==> config.mk <==
export PLATFORM = sky130hd
export DESIGN_NAME = mean_square_acc
export DESIGN_NICKNAME = d
export VERILOG_FILES = /design/src/rtl/rms_pkg.sv /design/src/rtl/rms_square_reg.sv /design/src/rtl/mean_square_acc.sv
export SDC_FILE = /design/constraint.sdc
export NUM_CORES = 1
export LEC_CHECK = 0
export ABC_AREA = 1
export ABC_CLOCK_PERIOD_IN_PS = 4900
export CAP_MARGIN = 20
export CORE_MARGIN = 3
export CORE_UTILIZATION = 55
export DETAILED_ROUTE_END_ITERATION = 12
export PLACE_DENSITY = 0.74
export SYNTH_ARGS = -nofsm -noshare
export SYNTH_HDL_FRONTEND = slang
export SYNTH_HIERARCHICAL = 1
export SYNTH_SLANG_ARGS = --single-unit
==> constraint.sdc <==
create_clock -name clk -period 4.9 [get_ports clk]
set_input_delay 0.49 -clock clk [delete_from_list [all_inputs] [get_ports clk]]
set_output_delay 0.49 -clock clk [all_outputs]
set_load 0.02 [all_outputs]
==> src/rtl/rms_pkg.sv <==
`default_nettype none
// ============================================================================
// Module   : rms_pkg
// Purpose  : Shared types and width helpers for the RMS datapath.
// Revision : 1.0 - initial release
// ============================================================================
package rms_pkg;

    typedef enum logic [1:0] {
        ACC   = 2'd0,
        DRAIN = 2'd1,
        DONE  = 2'd2
    } state_t;

    // Accumulator width: N squares of 2*DATA_W bits cannot exceed this.
    function automatic int ACC_W(input int data_w, input int log2_n);
        return 2 * data_w + log2_n;
    endfunction

    function automatic int OUT_W(input int data_w);
        return 2 * data_w;
    endfunction

endpackage
`default_nettype wire

==> src/rtl/rms_square_reg.sv <==
`default_nettype none
// ============================================================================
// Module   : rms_square_reg
// Purpose  : Registered squarer with valid flag; handles signed/unsigned input.
// Revision : 1.0 - initial release
// ============================================================================
module rms_square_reg #(
    parameter int DATA_W = 8,
    parameter int SIGNED = 0
) (
    input  logic                  clk,
    input  logic                  rst_n,
    input  logic                  clear,
    input  logic                  i_en,
    input  logic [DATA_W-1:0]     i_data,
    output logic [2*DATA_W-1:0]   o_sq,
    output logic                  o_sq_vld
);

    localparam logic [DATA_W-1:0] C_ONE = DATA_W'(1);

    logic                  w_neg;
    logic [DATA_W-1:0]     w_mag;
    logic [2*DATA_W-1:0]   w_sq;
    logic [2*DATA_W-1:0]   r_sq;
    logic                  r_sq_vld;

    // |x| of a two's complement DATA_W value always fits in DATA_W unsigned bits.
    assign w_neg = (SIGNED != 0) && i_data[DATA_W-1];
    assign w_mag = w_neg ? (~i_data + C_ONE) : i_data;
    assign w_sq  = {{DATA_W{1'b0}}, w_mag} * {{DATA_W{1'b0}}, w_mag};

    always_ff @(posedge clk) begin
        if (!rst_n || clear) begin
            r_sq     <= '0;
            r_sq_vld <= 1'b0;
        end else begin
            r_sq_vld <= i_en;
            if (i_en) begin
                r_sq <= w_sq;
            end
        end
    end

    assign o_sq     = r_sq;
    assign o_sq_vld = r_sq_vld;

endmodule
`default_nettype wire

==> src/rtl/mean_square_acc.sv <==
`default_nettype none
// ============================================================================
// Module   : mean_square_acc
// Purpose  : Squares and accumulates a 2^LOG2_N sample window, emits floor(mean square).
// Revision : 1.0 - initial release
// ============================================================================
module mean_square_acc
    import rms_pkg::*;
#(
    parameter int DATA_W = 8,
    parameter int LOG2_N = 4,
    parameter int SIGNED = 0
) (
    input  logic                  clk,
    input  logic                  rst_n,
    input  logic                  clear,
    input  logic                  s_valid,
    output logic                  s_ready,
    input  logic [DATA_W-1:0]     s_data,
    output logic                  m_valid,
    input  logic                  m_ready,
    output logic [2*DATA_W-1:0]   m_data
);

    localparam int C_ACC_W = ACC_W(DATA_W, LOG2_N);
    localparam int C_OUT_W = OUT_W(DATA_W);
    localparam int C_CNT_W = LOG2_N + 1;
    localparam logic [C_CNT_W-1:0] C_LAST    = C_CNT_W'((1 << LOG2_N) - 1);
    localparam logic [C_CNT_W-1:0] C_CNT_ONE = C_CNT_W'(1);

    state_t               r_state;
    state_t               w_state_nxt;
    logic [C_CNT_W-1:0]   r_cnt;
    logic [C_ACC_W-1:0]   r_acc;
    logic                 r_m_valid;
    logic [C_OUT_W-1:0]   r_m_data;

    logic                 w_accept;
    logic [C_OUT_W-1:0]   w_sq;
    logic                 w_sq_vld;
    logic [C_ACC_W-1:0]   w_acc_sum;
    logic [C_OUT_W-1:0]   w_mean;

    assign s_ready  = (r_state == ACC);
    assign w_accept = s_valid && s_ready;

    rms_square_reg #(
        .DATA_W (DATA_W),
        .SIGNED (SIGNED)
    ) u_square (
        .clk      (clk),
        .rst_n    (rst_n),
        .clear    (clear),
        .i_en     (w_accept),
        .i_data   (s_data),
        .o_sq     (w_sq),
        .o_sq_vld (w_sq_vld)
    );

    // Accumulator including any square still in flight; mean is a plain bit slice.
    assign w_acc_sum = r_acc + (w_sq_vld ? {{LOG2_N{1'b0}}, w_sq} : {C_ACC_W{1'b0}});
    assign w_mean    = w_acc_sum[C_ACC_W-1:LOG2_N];

    always_comb begin
        w_state_nxt = r_state;
        case (r_state)
            ACC: begin
                if (w_accept && (r_cnt == C_LAST)) begin
                    w_state_nxt = DRAIN;
                end
            end
            DRAIN: begin
                // Leave once the last square has been folded into the accumulator.
                if (!w_sq_vld) begin
                    w_state_nxt = DONE;
                end
            end
            DONE: begin
                if (m_ready) begin
                    w_state_nxt = ACC;
                end
            end
            default: w_state_nxt = ACC;
        endcase
    end

    always_ff @(posedge clk) begin
        if (!rst_n || clear) begin
            r_state   <= ACC;
            r_cnt     <= '0;
            r_acc     <= '0;
            r_m_valid <= 1'b0;
            r_m_data  <= '0;
        end else begin
            r_state <= w_state_nxt;
            if ((r_state == DONE) && m_ready) begin
                r_acc     <= '0;
                r_cnt     <= '0;
                r_m_valid <= 1'b0;
            end else begin
                r_acc <= w_acc_sum;
                if (w_accept) begin
                    r_cnt <= r_cnt + C_CNT_ONE;
                end
                if ((r_state == DRAIN) && !w_sq_vld) begin
                    r_m_data  <= w_mean;
                    r_m_valid <= 1'b1;
                end
            end
        end
    end

    assign m_valid = r_m_valid;
    assign m_data  = r_m_data;

endmodule
`default_nettype wire

==> reports/results.tsv <==
stage	metric	value	unit
clock_network	hold-fix buffers at CTS	0	
sta	Fin. Hold Viols	0	
sta	fin crit period	4.37	ns
placed_design	Placed Instances	946	
power	peak supply drop	0.141	mV
detailed_routing	drt drc	0	
clock_network	H-tree Lvls	3	
yosys	Post-synth ARST share	0	
placed_design	Post-DP Area	0.00572	sq mm
yosys	Mapped Cells	803	
yosys	Synth Flop Type	dfxtp_1	
yosys	largest family of logic cells by synthesized area	simple AND/OR/NAND/NOR gates	
grt	initial antenna violation count	0	
hold_path	min-delay worst type	register to register	
sta	final period utilization	0.891	
detailed_routing	DR WL/cell	11.8	microns
die	Initial Utilization	0.572	
status	status	completed	
cells_and_area	Inserted Diodes	0	
die	chip width	104	microns
setup_path	crit path DAT	4.60	ns
die	FP Rows	35	
clock_network	root buf cell	clkbuf_8	
clock_network	clk sink count	60	
yosys	Synth top area share	0.225	
detailed_routing	routed wire length	11.4	mm
clock_network	CTS Buffer Depth	2	
detailed_routing	antenna-violating nets left	0	
clock_network	clock latency on the worst-skew pair	0.34	ns
yosys	Synth Warn #	6	
yosys	XOR/XNOR Fraction of Synth Area	0.0279	
yosys	Synth area leaders	dfxtp_1 (23%), nand2_1 (14%), inv_1 (13%)	
yosys	Mapped Avg Cell Area	6.64	sq um
die	die span in y	104	microns
grt	largest net degree at the start of global routing	31	
sta	max-slew violation count	0	
sta	Worst-Margin Slew	0.795	ns
sta	Fin Clk Skew	0.00981	ns
detailed_routing	via count	4739	
run	MaxCap Viol Count	0	
power	leakage power	0.00334	uW
clock_network	postcts setup bufs	0	
yosys	syn_nets	890	
sta	final setup fails	0	
setup_path	CP Class	input pin to register	
placed_design	Final Wtd Congestion	0.940	
yosys	mux cell area share after synthesis	0	
yosys	Synth cell types	35	
placed_design	PortBufs	30	
clock_network	Post-CTS Resized	0	
detailed_routing	Vias/cell	4.93	
placed_design	HPWL Detailed	9.39	mm
sta	f_max	229	MHz
setup_path	CP endpoint kind	register	
cells_and_area	Non-Filler Instances	962	
die	# IOs	31	
setup_path	required time worst endpoint	5.13	ns
grt	total track usage	0.222	
cells_and_area	Nets	916	
die	core area	0.00933	sq mm
yosys	sequential share of the synthesized area	0.225	
yosys	Post-Synth Adder-Cell Area	0.210	
setup_path	CP max FO	8	
power	Power Dens Cells	269	mW/mm^2
yosys	post-synthesis register bit count	60	
yosys	largest area contributor in the netlist	dfxtp_1	
sta	RSZ-0062 raised after global routing	no	
cells_and_area	design area	0.00591	sq mm
power	Total Power	1590	uW
yosys	top cells by count, synth	nand2_1 (206), inv_1 (187), nor2_1 (69), dfxtp_1 (60), ha_1 (48)	
grt	gr ovfl total	0	
yosys	number of synthesized flops with an enable pin	0	
sta	normalized max-slew margin	0.469	
clock_network	TritonCTS buffer count	9	
yosys	post-synthesis simple-gate area fraction	0.300	
detailed_routing	router iterations before antenna repair	4	
cells_and_area	P&R area growth vs syn	10.8	%
clock_network	CTS clk-pin slew, worst paths	0.07	ns
cells_and_area	layout cell share with drive strength beyond 1	0.0732	
grt	vias in the first global route	4610	
die	Die ar.	0.0109	sq mm
sta	worst hold margin	0.458	ns
setup_path	CP startpoint kind	input pin	
sta	setup TNS	0	ns
yosys	mapped cell area	0.00534	sq mm
yosys	complex-gate fraction of the synthesized area	0.0804	
clock_network	TritonCTS clock tree	done	
grt	global-route wire length before repair	20.3	mm
yosys	cell with the most instances after synthesis	nand2_1	
detailed_routing	initial DRC count	244	
[metal layers]
| metal | global-route usage | wire length, microns |
|---|---|---|
| met1 | 0.308 | 5620 |
| met4 | 0.0313 | 59 |
| met5 | 0 | 0 |
| met2 | 0.363 | 5210 |
| met3 | 0.0466 | 506 |
[cell families (layout without fill, tap and decap cells)]
logic type,Yosys count,in the layout
and+or+nand+nor,368,368
buffers and inverters,213,243
adders and majority gates,74,74
xor gates and xnor gates,17,17
DFF,60,60
AOI/OAI and AO/OA,70,70
other,1,1
[worst max-delay path, cell delays in order]
cell             delay (ns)
clkdlybuf4s50_1        0.64
nand2_1                0.13
fa_1                   0.55
inv_1                  0.07
fa_1                   0.50
fa_1                   0.55
inv_1                  0.05
fa_1                   0.52
inv_1                  0.04
ha_1                   0.35
nand2_1                0.14
inv_1                  0.05
nand2_1                0.06
nand2_1                0.06
inv_1                  0.05
nand2_1                0.05
xnor2_1                0.12
nand2_1                0.07
nand2_1                0.06
inv_1                  0.04
[cell type report]
class | instances | area [sq um]
repair buffers | 35 | 345
well taps | 129 | 161
clock buffers | 11 | 151
flip-flops and latches | 60 | 1200
inverters | 193 | 724
clock inverters | 4 | 25.0
multi-input cells | 530 | 3300
fillers | 892 | 3410
[per-stage QoR]
stage	worst slack, ns	utilization
2_1_floorplan	0.812	-
3_3_place_gp	0.232	0.613
3_5_place_dp	0.182	0.613
4_1_cts	0.540	0.632
5_1_grt	0.161	0.634
6_report	0.534	0.634
[report_power, final]
part | switching, uW | internal [uW] | leakage [uW] | total [uW]
clock | 198 | 206 | 0.0000872 | 404
sequential | 9.03 | 502 | 0.000485 | 511
combinational | 413 | 262 | 0.00277 | 675
[state kept, by name, indices dropped and copies added (netlist names)]
name and count:
r_cnt 5, m_data 16, m_valid 1, r_state 2, u_square/o_sq 15, u_square/o_sq_vld 1
r_acc 20
[cells in the final DEF (no fill, tap or decap), types with 2 or more instances in the layout]
cell type | Yosys | layout
ha_1 | 48 | 48
fa_1 | 26 | 26
nand2_2 | 14 | 14
o21ai_0 | 11 | 11
xor2_1 | 9 | 9
inv_1 | 187 | 187
clkinvlp_4 | 0 | 2
nand3_2 | 7 | 7
a21oi_1 | 34 | 34
dfxtp_1 | 60 | 60
clkbuf_8 | 0 | 11
and2_4 | 2 | 2
nor2_2 | 4 | 4
clkdlybuf4s50_1 | 0 | 30
xnor2_1 | 8 | 8
nor3_1 | 8 | 8
nor2_1 | 69 | 69
nand4_1 | 7 | 7
inv_2 | 6 | 6
a21oi_2 | 3 | 3
o21a_1 | 11 | 11
o211ai_1 | 3 | 3
o21bai_1 | 4 | 4
nand2_1 | 206 | 206
nand3_1 | 45 | 45
nor2_4 | 2 | 2
buf_4 | 6 | 4
clkinv_2 | 0 | 2
[final timing paths]
path              slack [ns]  cells past startpoint                        endpoint                    startpoint
hold reg to reg         0.46                      2            m_valid$_SDFFE_PP0P_          m_valid$_SDFFE_PP0P_
setup / recovery        0.53                     20  u_square/o_sq[10]$_SDFFE_PP0P_                     s_data[2]
hold / removal          0.46                      2            m_valid$_SDFFE_PP0P_          m_valid$_SDFFE_PP0P_
setup reg to reg        2.50                     13         m_data[10]$_SDFFE_PP0P_  u_square/o_sq_vld$_SDFF_PP0_
No activity file was read; power rests on OpenSTA's default activity.
==> RTL edit 1, RTL diff (same settings) <==
`SIGNED` is set to 0 in 2 places; all go to 1.
--- a/src/rtl/rms_square_reg.sv
+++ b/src/rtl/rms_square_reg.sv
@@ -6,7 +6,7 @@
 // ============================================================================
 module rms_square_reg #(
     parameter int DATA_W = 8,
-    parameter int SIGNED = 0
+    parameter int SIGNED = 1
 ) (
     input  logic                  clk,
     input  logic                  rst_n,
--- a/src/rtl/mean_square_acc.sv
+++ b/src/rtl/mean_square_acc.sv
@@ -9,7 +9,7 @@
 #(
     parameter int DATA_W = 8,
     parameter int LOG2_N = 4,
-    parameter int SIGNED = 0
+    parameter int SIGNED = 1
 ) (
     input  logic                  clk,
     input  logic                  rst_n,
Check against the original RTL: no difference found for any inputs over 10 cycles, from zero or initial values; that may be too few to reach the edited logic, so the function may still have changed.
==> RTL edit 1 against the unedited design <==
Fmax down 5.3%; clock power up 25%; sequential cell count unchanged; non-clock buffer count up 43; combinational power up 57%; area after synthesis up 3.0%; first-iteration DRC count down 24%; routed wire length up 9.7%; worst hold slack worse by 0.00083 ns; setup slack worse by 0.24 ns; total power up 31%; critical path depth up 4; count of clock-buffer cells in the layout up 1; final area up 12%.
==> RTL edit 1: results (changes against the unedited design) <==
* Drt total wl at 12.50 mm (+9.7%)
* Synth top area cells: dfxtp_1 22%, nand2_1 13%, inv_1 12%
* Reg-to-reg setup timing slack at 2.45 ns (-0.05 ns)
* Yosys cell types at 43 (+23%)
* Starting DRT DRC Count at 186 (-24%)
* Nets at 993 (+8.4%)
* Status: complete, no violations
* Crit-path max cell delay at 0.53 ns (-0.11 ns)
* First-pass GRT wire length at 21.94 mm (+7.8%)
* Adder-Cell Fraction of Synth Area at 0.2040 (-0.006124)
* Post-CTS sizing at 6 (+6)
* Leak at 0.003630 uW (+8.5%)
* Initial antenna violation count at 0 (unchanged)
* Vias at 5,148 (+8.6%)
* Layout cells sized above 1 at 0.1570 (+0.08374)
* Worst hold-check path type: reg2reg
* Crit path arrival time at 4.85 ns (+0.25 ns)
* Detailed placement HPWL at 9.892 mm (+5.3%)
* Worst Setup EP: u_square/o_sq[13]$_SDFFE_PP0P_
* FF-to-FF End: m_data[8]$_SDFFE_PP0P_
* Post-synthesis xor/xnor area fraction at 0.02846 (+0.0005528)
* Routability congestion estimate from global placement at 0.9069 (-3.5%)
* Pre-antenna DRT Iters at 5 (+1)
* # Post-CTS Setup Buffers at 1 (+1)
* Worst slew margin at 0.4249 (-0.04434)
* Synth Area in Compound Gates at 0.08971 (+0.009268)
* VDD IR-drop max at 350.7 uV (+150%)
* Crit path from: s_data[5]
* Sequential share of the synthesized area at 0.2186 (-0.006561)
* Synth top cells by count: 196 x nand2_1, 175 x inv_1, 89 x nor2_1
* CP max FO at 4 (-4)
* GRT Resource Usage Total at 0.2364 (+0.01475)
==> RTL edit 1: cell count changes after synthesis, sizes merged, moves of 3 or more <==
cell,unedited run,this run
nor2,75,98
nand2,220,213
o21ai,11,18
inv,193,188
buf,12,8
clkbuf,8,4
a21oi,37,40
==> RTL edit 1: area by class of cell <==
cell class	count	area (um2)
sequential	60	1201
inverter	189	714.4
tap	129	161.4
clock inverter	4	72.57
clock buffer	12	145.1
timing repair buffer	78	683.2
fill	829	2836
multi-input combinational	568	3645
==> RTL edit 1: metal layers <==
metal	up-vias	global-route usage	share of wire
met5	-	0	0
met4	0	0.07308	0.017
met3	17	0.03400	0.028
met2	84	0.4285	0.51
met1	2387	0.2889	0.45
li1	2660	-	-
==> RTL edit 1: power breakdown <==
part,internal [uW],switching [uW],total [uW]
clock,300,205,505
combinational,468,590,1060
sequential,504,10.3,514
total,1270,805,2080
==> RTL edit 1: logic make-up after synthesis <==
logic type / after synthesis
other: 2
AO/OA/AOI/OAI: 81
AND/OR/NAND/NOR: 387
XOR/XNOR: 17
adder cells (fa/ha/maj): 74
buffers and inverters: 201
flip-flops: 60
==> RTL edit 1: worst min-delay path by stage <==
stage / startpoint / endpoint / slack (ns) / cells after the start
3_5_place_dp: m_valid$_SDFFE_PP0P_ / m_valid$_SDFFE_PP0P_ / 0.45 / 2
5_1_grt: m_valid$_SDFFE_PP0P_ / m_valid$_SDFFE_PP0P_ / 0.49 / 2
3_3_place_gp: m_valid$_SDFFE_PP0P_ / m_valid$_SDFFE_PP0P_ / 0.43 / 2
4_1_cts: m_valid$_SDFFE_PP0P_ / m_valid$_SDFFE_PP0P_ / 0.46 / 2
2_1_floorplan: u_square/o_sq[3]$_SDFFE_PP0P_ / u_square/o_sq[3]$_SDFFE_PP0P_ / 0.44 / 2
6_report: m_valid$_SDFFE_PP0P_ / m_valid$_SDFFE_PP0P_ / 0.46 / 2
==> RTL edit 1: stage by stage <==
| stage | std cells | total power (uW) | setup WS [ns] | hold WS, ns |
|---|---|---|---|---|
| final | 1040 | 2077 | 0.2900 | 0.4576 |
| after floorplan | 829 | 1156 | 0.2806 | 0.4410 |
| after global placement | 1019 | 1427 | -0.3301 | 0.4316 |
| after global routing | 1040 | 2260 | -0.006289 | 0.4890 |
| after CTS | 1036 | 2012 | -0.003666 | 0.4617 |
| after detailed placement | 1019 | 1452 | -0.4578 | 0.4508 |
==> RTL edit 1: worst register-to-register path, stage by stage, from the launching register on <==
cell and delay, ns:
dfxtp_1 0.77, nand2_1 0.10, inv_1 0.08, ha_1 0.22, fa_1 0.30, nand3_1 0.13
nand3_2 0.12, nand3_1 0.11, nand2_1 0.14, nand2_1 0.11, nand3_1 0.10, nand3_1 0.09
nand2_1 0.08, inv_1 0.03
==> RTL edit 2, RTL diff (same settings) <==
Without the edit above. One comparison of `r_cnt` changes from == to >=.
--- a/src/rtl/mean_square_acc.sv
+++ b/src/rtl/mean_square_acc.sv
@@ -65,7 +65,7 @@
         w_state_nxt = r_state;
         case (r_state)
             ACC: begin
-                if (w_accept && (r_cnt == C_LAST)) begin
+                if (w_accept && (r_cnt >= C_LAST)) begin
                     w_state_nxt = DRAIN;
                 end
             end
Behaviour: same outputs for any inputs over 10 cycles, from zero or initial values; that may be too few to reach the edited logic, so the function may still have changed.
==> RTL edit 2 against the unedited design <==
Setup slack worse by 0.046 ns; combinational power rose by 0.7%; sequential cell count did not move; final area rose by 0.23%; utilization grew 0.45 points; first-iteration DRC count decreased by 7.0%; routed wire length grew 1.8%; area after synthesis fell by 1.0%; total power up 1.3%; sequential share of layout area about the same.
==> RTL edit 2: results (changes against the unedited design) <==
* Hold depth at 1 (-1)
* Hold endpoint: r_cnt[2]$_SDFFE_PP0P_
* Vias in the first global route at 4,560 (-1.1%)
* Placed Cells at 947 (+0.11%)
* Status: complete, no violations
* FF-to-FF End: m_data[12]$_SDFFE_PP0P_
* Crit-path max cell delay at 0.62 ns (-0.02 ns)
* Pre-antenna DRT Iters at 5 (+1)
* Nets at 917 (+0.11%)
* Sequential share of the synthesized area at 0.2274 (+0.002294)
* Crit path arrival time at 4.65 ns (+0.05 ns)
* Synth top area cells: dfxtp_1 23%, nand2_1 15%, inv_1 13%
* Post-synthesis xor/xnor area fraction at 0.03151 (+0.003601)
* GRT met2 Usage at 0.3672 (+0.003755)
* Detailed placement HPWL at 9.299 mm (-1.0%)
* WL met2 at 5.195 mm (-0.21%)
* Vias at 4,704 (-0.74%)
* Met3 Use GR at 0.03724 (-0.009311)
* Syn nets at 888 (-0.22%)
* Yosys cell types at 34 (-2.9%)
* Synth Area in Compound Gates at 0.08410 (+0.003662)
* Met1 usage at 0.3039 (-0.003651)
* Top cell type's share of synthesized area at 0.2274 (+0.002294)
* Layout cells sized above 1 at 0.06587 (-0.007361)
* Fillers at 878 (-1.6%)
* Adder-Cell Fraction of Synth Area at 0.2123 (+0.002141)
* First-pass GRT wire length at 20.03 mm (-1.5%)
* Reg-to-reg setup timing slack at 2.43 ns (-0.07 ns)
* Routability congestion estimate from global placement at 0.9406 (about the same)
* VDD IR-drop max at 173.5 uV (+23%)
* Synth top cells by count: 208 x nand2_1, 188 x inv_1, 66 x nor2_1
* Met3 wire len at 536 um (+5.9%)
[RTL edit 2: per-stage QoR]
stage / utilization / instance area (um2) / hold slack, ns
2_1_floorplan: - / 5281 / 0.4344
3_3_place_gp: 0.6154 / 5713 / 0.4465
3_5_place_dp: 0.6154 / 5713 / 0.4567
4_1_cts: 0.6357 / 5902 / 0.4666
5_1_grt: 0.6384 / 5927 / 0.4872
6_report: 0.6384 / 5927 / 0.4619
[RTL edit 2: cell type report]
| class | instances | share of cell area |
|---|---|---|
| clock buffers | 13 | 0.02850 |
| clock inverters | 3 | 0.003378 |
| inverters | 191 | 0.1210 |
| multi-input cells | 530 | 0.5535 |
| flip-flops and latches | 60 | 0.2027 |
| well taps | 129 | 0.02723 |
| repair buffers | 38 | 0.06375 |
[RTL edit 2: power breakdown]
group	total (uW)	switching [uW]	internal [uW]
Sequential	511	8.98	502
Combinational	680	416	264
Clock	420	196	224
